===== config.mk =====
export PLATFORM = sky130hd
export DESIGN_NAME = genius_seq_player
export DESIGN_NICKNAME = d
export VERILOG_FILES = /design/src/rtl/genius_seq_player.sv
export SDC_FILE = /design/constraint.sdc
export NUM_CORES = 1
export LEC_CHECK = 0
export CORE_ASPECT_RATIO = 0.6
export CORE_MARGIN = 3
export CORE_UTILIZATION = 53
export DETAILED_ROUTE_END_ITERATION = 8
export GPL_TIMING_DRIVEN = 0
export PLACE_DENSITY = 0.76
export SETUP_SLACK_MARGIN = 0.3
export SYNTH_ARGS = -nofsm -noshare
export SYNTH_HDL_FRONTEND = slang
export SYNTH_SLANG_ARGS = --single-unit

===== constraint.sdc =====
create_clock -name CLK_i -period 1.9 [get_ports CLK_i]
set_input_delay 0.38 -clock CLK_i [delete_from_list [all_inputs] [get_ports CLK_i]]
set_output_delay 0.38 -clock CLK_i [all_outputs]
set_load 0.02 [all_outputs]

===== src/rtl/genius_seq_player.sv =====
// Genius sequence playback controller: stores up to 16 colour indices and
// replays them as lit/dark steps driving the colour mux select and LED enable.
module genius_seq_player #(
   parameter int MAX_LEN = 16,
   parameter int ON_CYC  = 4,
   parameter int OFF_CYC = 2
) (
   input  logic       CLK_i,
   input  logic       RST_N_i,
   input  logic       WR_EN_i,
   input  logic [3:0] WR_ADDR_i,
   input  logic [1:0] WR_DATA_i,
   input  logic [4:0] LEN_i,
   input  logic       START_i,
   input  logic       ABORT_i,
   output logic [1:0] SEL_o,
   output logic       LED_EN_o,
   output logic       BUSY_o,
   output logic       DONE_o
);

   localparam int CMAX = (ON_CYC > OFF_CYC) ? ON_CYC : OFF_CYC;
   localparam int CW   = $clog2(CMAX + 1);

   localparam logic [CW-1:0] ON_LAST  = CW'(ON_CYC - 1);
   localparam logic [CW-1:0] OFF_LAST = CW'(OFF_CYC - 1);
   localparam logic [4:0]    LEN_MAX  = 5'(MAX_LEN);

   typedef enum logic [1:0] {
      IDLE = 2'd0,
      ON   = 2'd1,
      OFF  = 2'd2
   } state_t;

   state_t        state;
   logic [4:0]    len_r;
   logic [3:0]    idx_r;
   logic [CW-1:0] cnt_r;
   logic [1:0]    mem [MAX_LEN];

   logic [4:0] len_clamped;
   logic       last_step;
   logic [3:0] idx_next;

   assign len_clamped = (LEN_i > LEN_MAX) ? LEN_MAX : LEN_i;
   assign last_step   = ({1'b0, idx_r} == (len_r - 5'd1));
   assign idx_next    = idx_r + 4'd1;

   // Sequence memory; writes land in any state, playback only samples it
   // when a step is entered, so rewriting the lit step never glitches SEL_o.
   always_ff @(posedge CLK_i or negedge RST_N_i) begin
      if (!RST_N_i) begin
         for (int i = 0; i < MAX_LEN; i++) mem[i] <= 2'd0;
      end else if (WR_EN_i) begin
         mem[WR_ADDR_i] <= WR_DATA_i;
      end
   end

   always_ff @(posedge CLK_i or negedge RST_N_i) begin
      if (!RST_N_i) begin
         state    <= IDLE;
         len_r    <= 5'd0;
         idx_r    <= 4'd0;
         cnt_r    <= '0;
         SEL_o    <= 2'd0;
         LED_EN_o <= 1'b0;
         BUSY_o   <= 1'b0;
         DONE_o   <= 1'b0;
      end else begin
         DONE_o <= 1'b0;
         if (ABORT_i) begin
            // Abort outranks everything, including a simultaneous start in IDLE.
            if (state != IDLE) begin
               state    <= IDLE;
               LED_EN_o <= 1'b0;
               BUSY_o   <= 1'b0;
               cnt_r    <= '0;
               idx_r    <= 4'd0;
            end
         end else begin
            case (state)
               IDLE: begin
                  if (START_i) begin
                     if (LEN_i == 5'd0) begin
                        DONE_o <= 1'b1;
                     end else begin
                        len_r    <= len_clamped;
                        idx_r    <= 4'd0;
                        SEL_o    <= mem[0];
                        LED_EN_o <= 1'b1;
                        BUSY_o   <= 1'b1;
                        cnt_r    <= '0;
                        state    <= ON;
                     end
                  end
               end
               ON: begin
                  if (cnt_r == ON_LAST) begin
                     LED_EN_o <= 1'b0;
                     cnt_r    <= '0;
                     state    <= OFF;
                  end else begin
                     cnt_r <= cnt_r + CW'(1);
                  end
               end
               OFF: begin
                  if (cnt_r == OFF_LAST) begin
                     cnt_r <= '0;
                     if (last_step) begin
                        state  <= IDLE;
                        BUSY_o <= 1'b0;
                        DONE_o <= 1'b1;
                     end else begin
                        idx_r    <= idx_next;
                        SEL_o    <= mem[idx_next];
                        LED_EN_o <= 1'b1;
                        state    <= ON;
                     end
                  end else begin
                     cnt_r <= cnt_r + CW'(1);
                  end
               end
               default: state <= IDLE;
            endcase
         end
      end
   end

endmodule

==> run summary, run 1 <==
Clock Skew -> 0.0131 ns
Min-delay src -> LEN_i[2]
Max-cap viol count -> 0
Die ar. -> 6480 um^2
Buffers & Inverters on Critical Path -> 2
First-pass GRT wire length -> 10500 um
Register-to-Register Path Depth -> 8
RSZ-0062 raised after global routing -> yes
Final setup fails -> 9
Die Ht -> 63.6 um
Starting Density -> 56.3%
List of most frequent post-synthesis cells -> dfrtp_1 (51), mux2_2 (35), nor2_1 (17)
# nets final -> 319
Post-synthesis cell type count -> 49
Least-Margin Pin Slew -> 0.569 ns
Filler instances -> 367
CTS root buf -> clkbuf_8
Final WS setup -> -0.106 ns
Worst endpoint required time -> 2.08 ns
Worst-path fanout max -> 8
Avg WL per Cell -> 17.7 um
Synth Register Bits -> 51
Internal -> 2.84 mW
DRC -> 0
Crit Path Class -> reg -> reg
Switch share -> 35.7%
Pwr Density -> 1220 nW/um^2
Hold endpoint -> len_r[2]
TritonCTS buffer count -> 5
Share of power burned in registers -> 35.9%
Total clock sinks -> 51
CP max stage delay -> 0.44 ns
Reg2reg start -> len_r[1]
Minimum clock period -> 2.01 ns
Most common cell in the netlist -> dfrtp_1
Syn_area_per_cell -> 11.9 um^2
WHS -> 0.311 ns
Status -> finished with violations
DRT Wirelength -> 6340 um
Post-DP HPWL -> 4330 um
Die width -> 102 um
Path type of the worst min-delay path -> in -> reg
CP Launch Type -> flip-flop
Register Area -> 1280 um^2
Clk_lat worst skew -> 0.30 ns
Switching Power -> 1.58 mW
Largest cells by area after synthesis -> dfrtp_1 (44%), mux2_2 (13%), mux4_2 (6.2%), ha_1 (4.7%), mux2i_1 (3.1%)
Row count -> 20
Synth top area share -> 43.6%
Lkg Pwr -> 1.56 nW
Crit. path cell count -> 8
RePlAce Congestion -> 0.814
Cell taking the most area after synthesis -> dfrtp_1
Mapped Area -> 2930 um^2
Area of the multi-input gates -> 1680 um^2
Clock buffer depth -> 2
Share of cells above drive strength 1 -> 37.3%
Comb power frac -> 47.3%
Worst EP arrival -> 2.18 ns
Top_reg_cell synth -> dfrtp_1
Worst path slowest cell -> a2111oi_4
Fin. max-slew vios -> 0
H-tree lvl count -> 2
TritonCTS clock tree -> built
I/O pin total -> 21
Gr usage total -> 20.8%
Crit path capture type -> flip-flop
Via Count -> 2075
Post-synthesis async set-or-reset flop share -> 100%
Highest Clock Rate -> 498 MHz
Overall Power -> 4.43 mW
Initial antenna violation count -> 0
Post-Syn Nets -> 273
Antenna cells -> 0
Crit-path cells -> inv_2 -> ha_4 -> and4bb_1 -> a22oi_2 -> a2111oi_4 -> buf_6 -> a21oi_2 -> a221o_1
Clock transition at path regs -> 0.10 ns
Failing checks -> setup timing
Vias in the first global route -> 2061
Max IR drop VDD -> 697 uV
Drt pass-1 iters -> 5
Final setup TNS -> -0.792 ns
Final ANT Viol Nets -> 0
Via-to-Cell Ratio -> 5.80
Largest net degree at the start of global routing -> 41
Slew HR -> 61.9%
Final Hold Vio Count -> 0
# port buffers -> 20
Period utilisation layout -> 106%
Mapped Cells -> 246
1st-iter DRT viols -> 149
Yosys warning count -> 0
Gr ovfl total -> 0
R2R setup slack -> -0.11 ns
Number of synthesized flops with an enable pin -> 0
FF-to-FF End -> BUSY_o
Area grow syn2layout -> 24.2%
Family with the most delay on the worst path -> compound AO/OA/AOI/OAI gates
Hold depth -> 3
Clk pwr share -> 16.7%
Register area share after synthesis -> 43.6%
Core ar. -> 5200 um^2
metrics by stage:
step           worst slack [ns]  instance area, um^2  instances  utilization (%)
2_1_floorplan           0.00457                 2940        246                -
3_3_place_gp              -1.07                 3220        332             61.8
3_5_place_dp             -0.570                 3230        333             62.1
4_1_cts                 -0.0745                 3560        356             68.3
5_1_grt                  -0.200                 3640        358             69.9
6_report                 -0.106                 3640        358             69.9
cells by family after synthesis:
group / after synthesis / synth area share, %
compound gates: 35 / 10.4
xor+xnor: 7 / 2.09
buf+inv: 23 / 3.85
fa+ha+maj: 11 / 4.70
simple gates: 67 / 12.7
mux: 52 / 22.7
flops: 51 / 43.6
routing by layer:
layer,global-route usage [%],vias up,routed length (um)
met5,0,-,0
met4,3.93,0,53
met3,5.64,8,208
met2,27.9,34,2690
met1,33.4,1044,3390
li1,-,989,-
state kept, by name (all words and copies together), names as in the netlist:
signal    cells
mem          32
len_r         5
idx_r         4
cnt_r         3
SEL_o         2
state         2
BUSY_o        1
DONE_o        1
LED_EN_o      1
placed cells by master (no fill, tap or decap), drive strengths merged, types with 4 or more instances in the layout:
cell / count
nand3b: 6
mux2: 35
clkbuf: 11
mux4: 8
nand2b: 8
o22ai: 5
buf: 24
dlymetal6s2s: 5
nand2: 12
clkdlybuf4s50: 4
nand3: 10
a21oi: 4
mux2i: 9
dfrtp: 51
dlygate4sd2: 6
ha: 11
nor2: 18
o21ai: 7
xnor2: 6
inv: 15
worst max path at each step:
stage | slack (ns) | to | from
detailed placement | -0.57 | idx_r[2] | ABORT_i
finish | -0.11 | BUSY_o | len_r[1]
floorplan | 0.005 | BUSY_o | len_r[0]
global placement | -1.07 | mem[16] | RST_N_i
global route | -0.20 | idx_r[0] | len_r[1]
CTS | -0.07 | BUSY_o | len_r[1]
power by group through the flow:
stage               combinational (mW)  sequential, mW  clock (mW)
finish                            2.10            1.59       0.740
global route                      2.29            1.63       0.791
CTS                               1.98            1.58       0.742
detailed placement                1.65            1.60           0
global placement                  1.61            1.59           0
floorplan                         1.23            1.58           0
tightest hold or removal path, cell delays in order:
cell,delay [ns]
buf_6,0.09
nand2b_1,0.06
o21ai_1,0.05
layout make-up:
cell class | count | area share [%]
Clock buffer | 6 | 2.00
Clock inverter | 1 | 0.826
Buffer | 7 | 1.62
Inverter | 16 | 1.79
Tap cell | 66 | 2.27
Timing Repair Buffer | 38 | 10.3
Sequential cell | 51 | 35.1
Multi-Input combinational cell | 173 | 46.1
what timing repair did:
action,in CTS,in global routing
pin swaps,6,10
setup endpoints to repair,29,38
cloned,1,0
resized for setup,52,20
hold buffers,1,0
endpoints found under the hold margin,11,0
setup buffers,14,2
Note: power is estimated with default switching activity, not from simulation.
==> run 2, diff against run 1 <==
--- a/config.mk
+++ b/config.mk
@@ -5,12 +5,15 @@
 export SDC_FILE = /design/constraint.sdc
 export NUM_CORES = 1
 export LEC_CHECK = 0
+export CELL_PAD_IN_SITES_DETAIL_PLACEMENT = 1
+export CELL_PAD_IN_SITES_GLOBAL_PLACEMENT = 1
 export CORE_ASPECT_RATIO = 0.6
 export CORE_MARGIN = 3
-export CORE_UTILIZATION = 53
+export CORE_UTILIZATION = 43
 export DETAILED_ROUTE_END_ITERATION = 8
+export GPL_ROUTABILITY_DRIVEN = 0
 export GPL_TIMING_DRIVEN = 0
-export PLACE_DENSITY = 0.76
+export PLACE_DENSITY_LB_ADDON = 0.1
 export SETUP_SLACK_MARGIN = 0.3
 export SYNTH_ARGS = -nofsm -noshare
 export SYNTH_HDL_FRONTEND = slang
==> run summary, run 2 (synthesis results as in run 1) <==
Die width -> 113 um (+10%)
DRC -> 0 (unchanged)
Crit Path Class -> reg -> reg
Largest regs -> mem (32), len_r (5), idx_r (4)
TritonCTS buffer count -> 5 (unchanged)
# port buffers -> 20 (unchanged)
Min-delay src -> LEN_i[1]
Pwr Density -> 1250 nW/um^2 (+2.6%)
Overall Power -> 4.66 mW (+5.2%)
First-pass GRT wire length -> 11800 um (+12%)
I/O pin total -> 21 (unchanged)
1st-iter DRT viols -> 131 (-12%)
Crit path capture type -> flip-flop
Clock Skew -> 0.00373 ns (-0.00940 ns)
Max IR drop VDD -> 668 uV (-4.3%)
Final Hold Vio Count -> 0 (unchanged)
Clock transition at path regs -> 0.07 ns (-0.03 ns)
Row count -> 22 (+10%)
Path type of the worst min-delay path -> in -> reg
Failing checks -> setup timing
RSZ-0062 raised after global routing -> yes
# nets final -> 321 (+0.63%)
Lkg Pwr -> 1.57 nW (+0.79%)
Core ar. -> 6360 um^2 (+22%)
Slew HR -> 69.2% (+7.3 points)
Final WS setup -> -0.169 ns (-0.0624 ns)
Non-Filler Instances -> 379 (+5.9%)
Via Count -> 2068 (-0.34%)
Post-DP HPWL -> 5040 um (+16%)
Worst EP arrival -> 2.23 ns (+0.05 ns)
Clock buffer depth -> 2 (unchanged)
Drt pass-1 iters -> 4 (-1)
Gr ovfl total -> 0 (unchanged)
Worst-path fanout max -> 4 (-4)
Minimum clock period -> 2.07 ns (+0.0624 ns)
Fin. max-slew vios -> 0 (unchanged)
Gr usage total -> 19.2% (-1.6 points)
Highest Clock Rate -> 483 MHz (-3.0%)
CP Launch Type -> flip-flop
Initial antenna violation count -> 0 (unchanged)
Largest net degree at the start of global routing -> 39 (-4.9%)
Largest reg by FF count -> mem
TritonCTS clock tree -> built
Share of cells above drive strength 1 -> 40.3% (+3.0 points)
Finished Cell Area -> 3730 um^2 (+2.5%)
DRT Wirelength -> 7260 um (+15%)
Via-to-Cell Ratio -> 5.46 (-5.9%)
Placed cell count -> 351 (+5.4%)
Hold endpoint -> len_r[1]
Commonest non-fill, non-tap cells in the layout -> dfrtp_1 (50), mux2_2 (32), nor2_1 (15), buf_4 (15), nand2_1 (10)
Die Ht -> 69.9 um (+10%)
R2R setup slack -> -0.17 ns (-0.06 ns)
Final Core Density -> 58.6% (-11 points)
Period utilisation layout -> 109% (+3.3 points)
Max-cap viol count -> 0 (unchanged)
Dpl ws -> -0.669 ns (-0.0981 ns)
Die ar. -> 7870 um^2 (+21%)
CTS root buf -> clkbuf_16
Antenna cells -> 0 (unchanged)
H-tree lvl count -> 2 (unchanged)
Max FFs per register -> 32 (unchanged)
Placed cell areas -> 3260 um^2 (+0.70%)
Area grow syn2layout -> 27.4%
Avg WL per Cell -> 19.2 um (+8.2%)
Commonest non-fill, non-tap cell in the layout -> dfrtp_1
Starting Density -> 46.0% (-10 points)
Least-Margin Pin Slew -> 0.459 ns (-0.111 ns)
Vias in the first global route -> 2126 (+3.2%)
Clk_lat worst skew -> 0.30 ns (about the same)
Reg2reg start -> len_r[1]
Register-to-Register Path Depth -> 8 (unchanged)
Status -> finished with violations
Worst endpoint required time -> 2.06 ns (-0.02 ns)
Final setup fails -> 10 (+1)
Hold depth -> 3 (unchanged)
FF-to-FF End -> idx_r[0]
Final ANT Viol Nets -> 0 (unchanged)
Total clock sinks -> 51 (unchanged)
-- run 2: worst max-delay path, cell delays in order (launching register included) --
cell and delay [ns]:
dfrtp_1 0.39, inv_2 0.07, ha_4 0.14, nand4b_1 0.11, a21o_2 0.23, a2111oi_4 0.48
buf_4 0.19, nand3b_1 0.20, mux2i_1 0.11
-- run 2: area by class of cell --
| class | count | area (um^2) |
|---|---|---|
| Buffer | 7 | 58.8 |
| Clock buffer | 6 | 129 |
| Clock inverter | 2 | 12.5 |
| Fill cell | 645 | 2630 |
| Inverter | 16 | 65.1 |
| Multi-Input combinational cell | 172 | 1700 |
| Sequential cell | 51 | 1280 |
| Tap cell | 84 | 105 |
| Timing Repair Buffer | 41 | 385 |
-- run 2: stage by stage --
stage	hold WS, ns	TNS, ns
floorplan	0.0844	0
global placement	0.484	-68.34
detailed placement	0.304	-8.46
CTS	0.391	-1.01
global route	0.345	-2.32
finish	0.334	-1.35
-- run 2: repair_timing --
action                     CTS  global route
hold buffers                 1             0
gates resized for setup     40            31
setup endpoints to repair   34            39
hold endpoints to repair    13             0
pin swaps                    9             7
cloned                       1             0
buffers inserted            11             7
-- run 2: how the worst max path moves through the flow --
stage / startpoint / end / slack (ns)
3_3_place_gp: RST_N_i / cnt_r[2] / -1.19
6_report: len_r[1] / idx_r[0] / -0.17
4_1_cts: len_r[1] / idx_r[2] / -0.12
3_5_place_dp: ABORT_i / idx_r[2] / -0.67
5_1_grt: len_r[1] / idx_r[0] / -0.28
2_1_floorplan: len_r[0] / BUSY_o / 0.005
-- run 2: metal layers --
| layer | GRT usage [%] | part of all wire (%) | vias up |
|---|---|---|---|
| met4 | 4.53 | 0.99 | 0 |
| li1 | - | - | 991 |
| met5 | 0 | 0 | - |
| met1 | 30.9 | 55 | 1046 |
| met3 | 5.11 | 3.1 | 6 |
| met2 | 25.2 | 41 | 25 |
-- run 2: where the power goes --
part | total (mW) | internal (mW) | switching (mW)
registers | 1.60 | 1.37 | 0.234
logic | 2.15 | 1.12 | 1.03
clock network | 0.900 | 0.487 | 0.413
total | 4.66 | 2.98 | 1.68
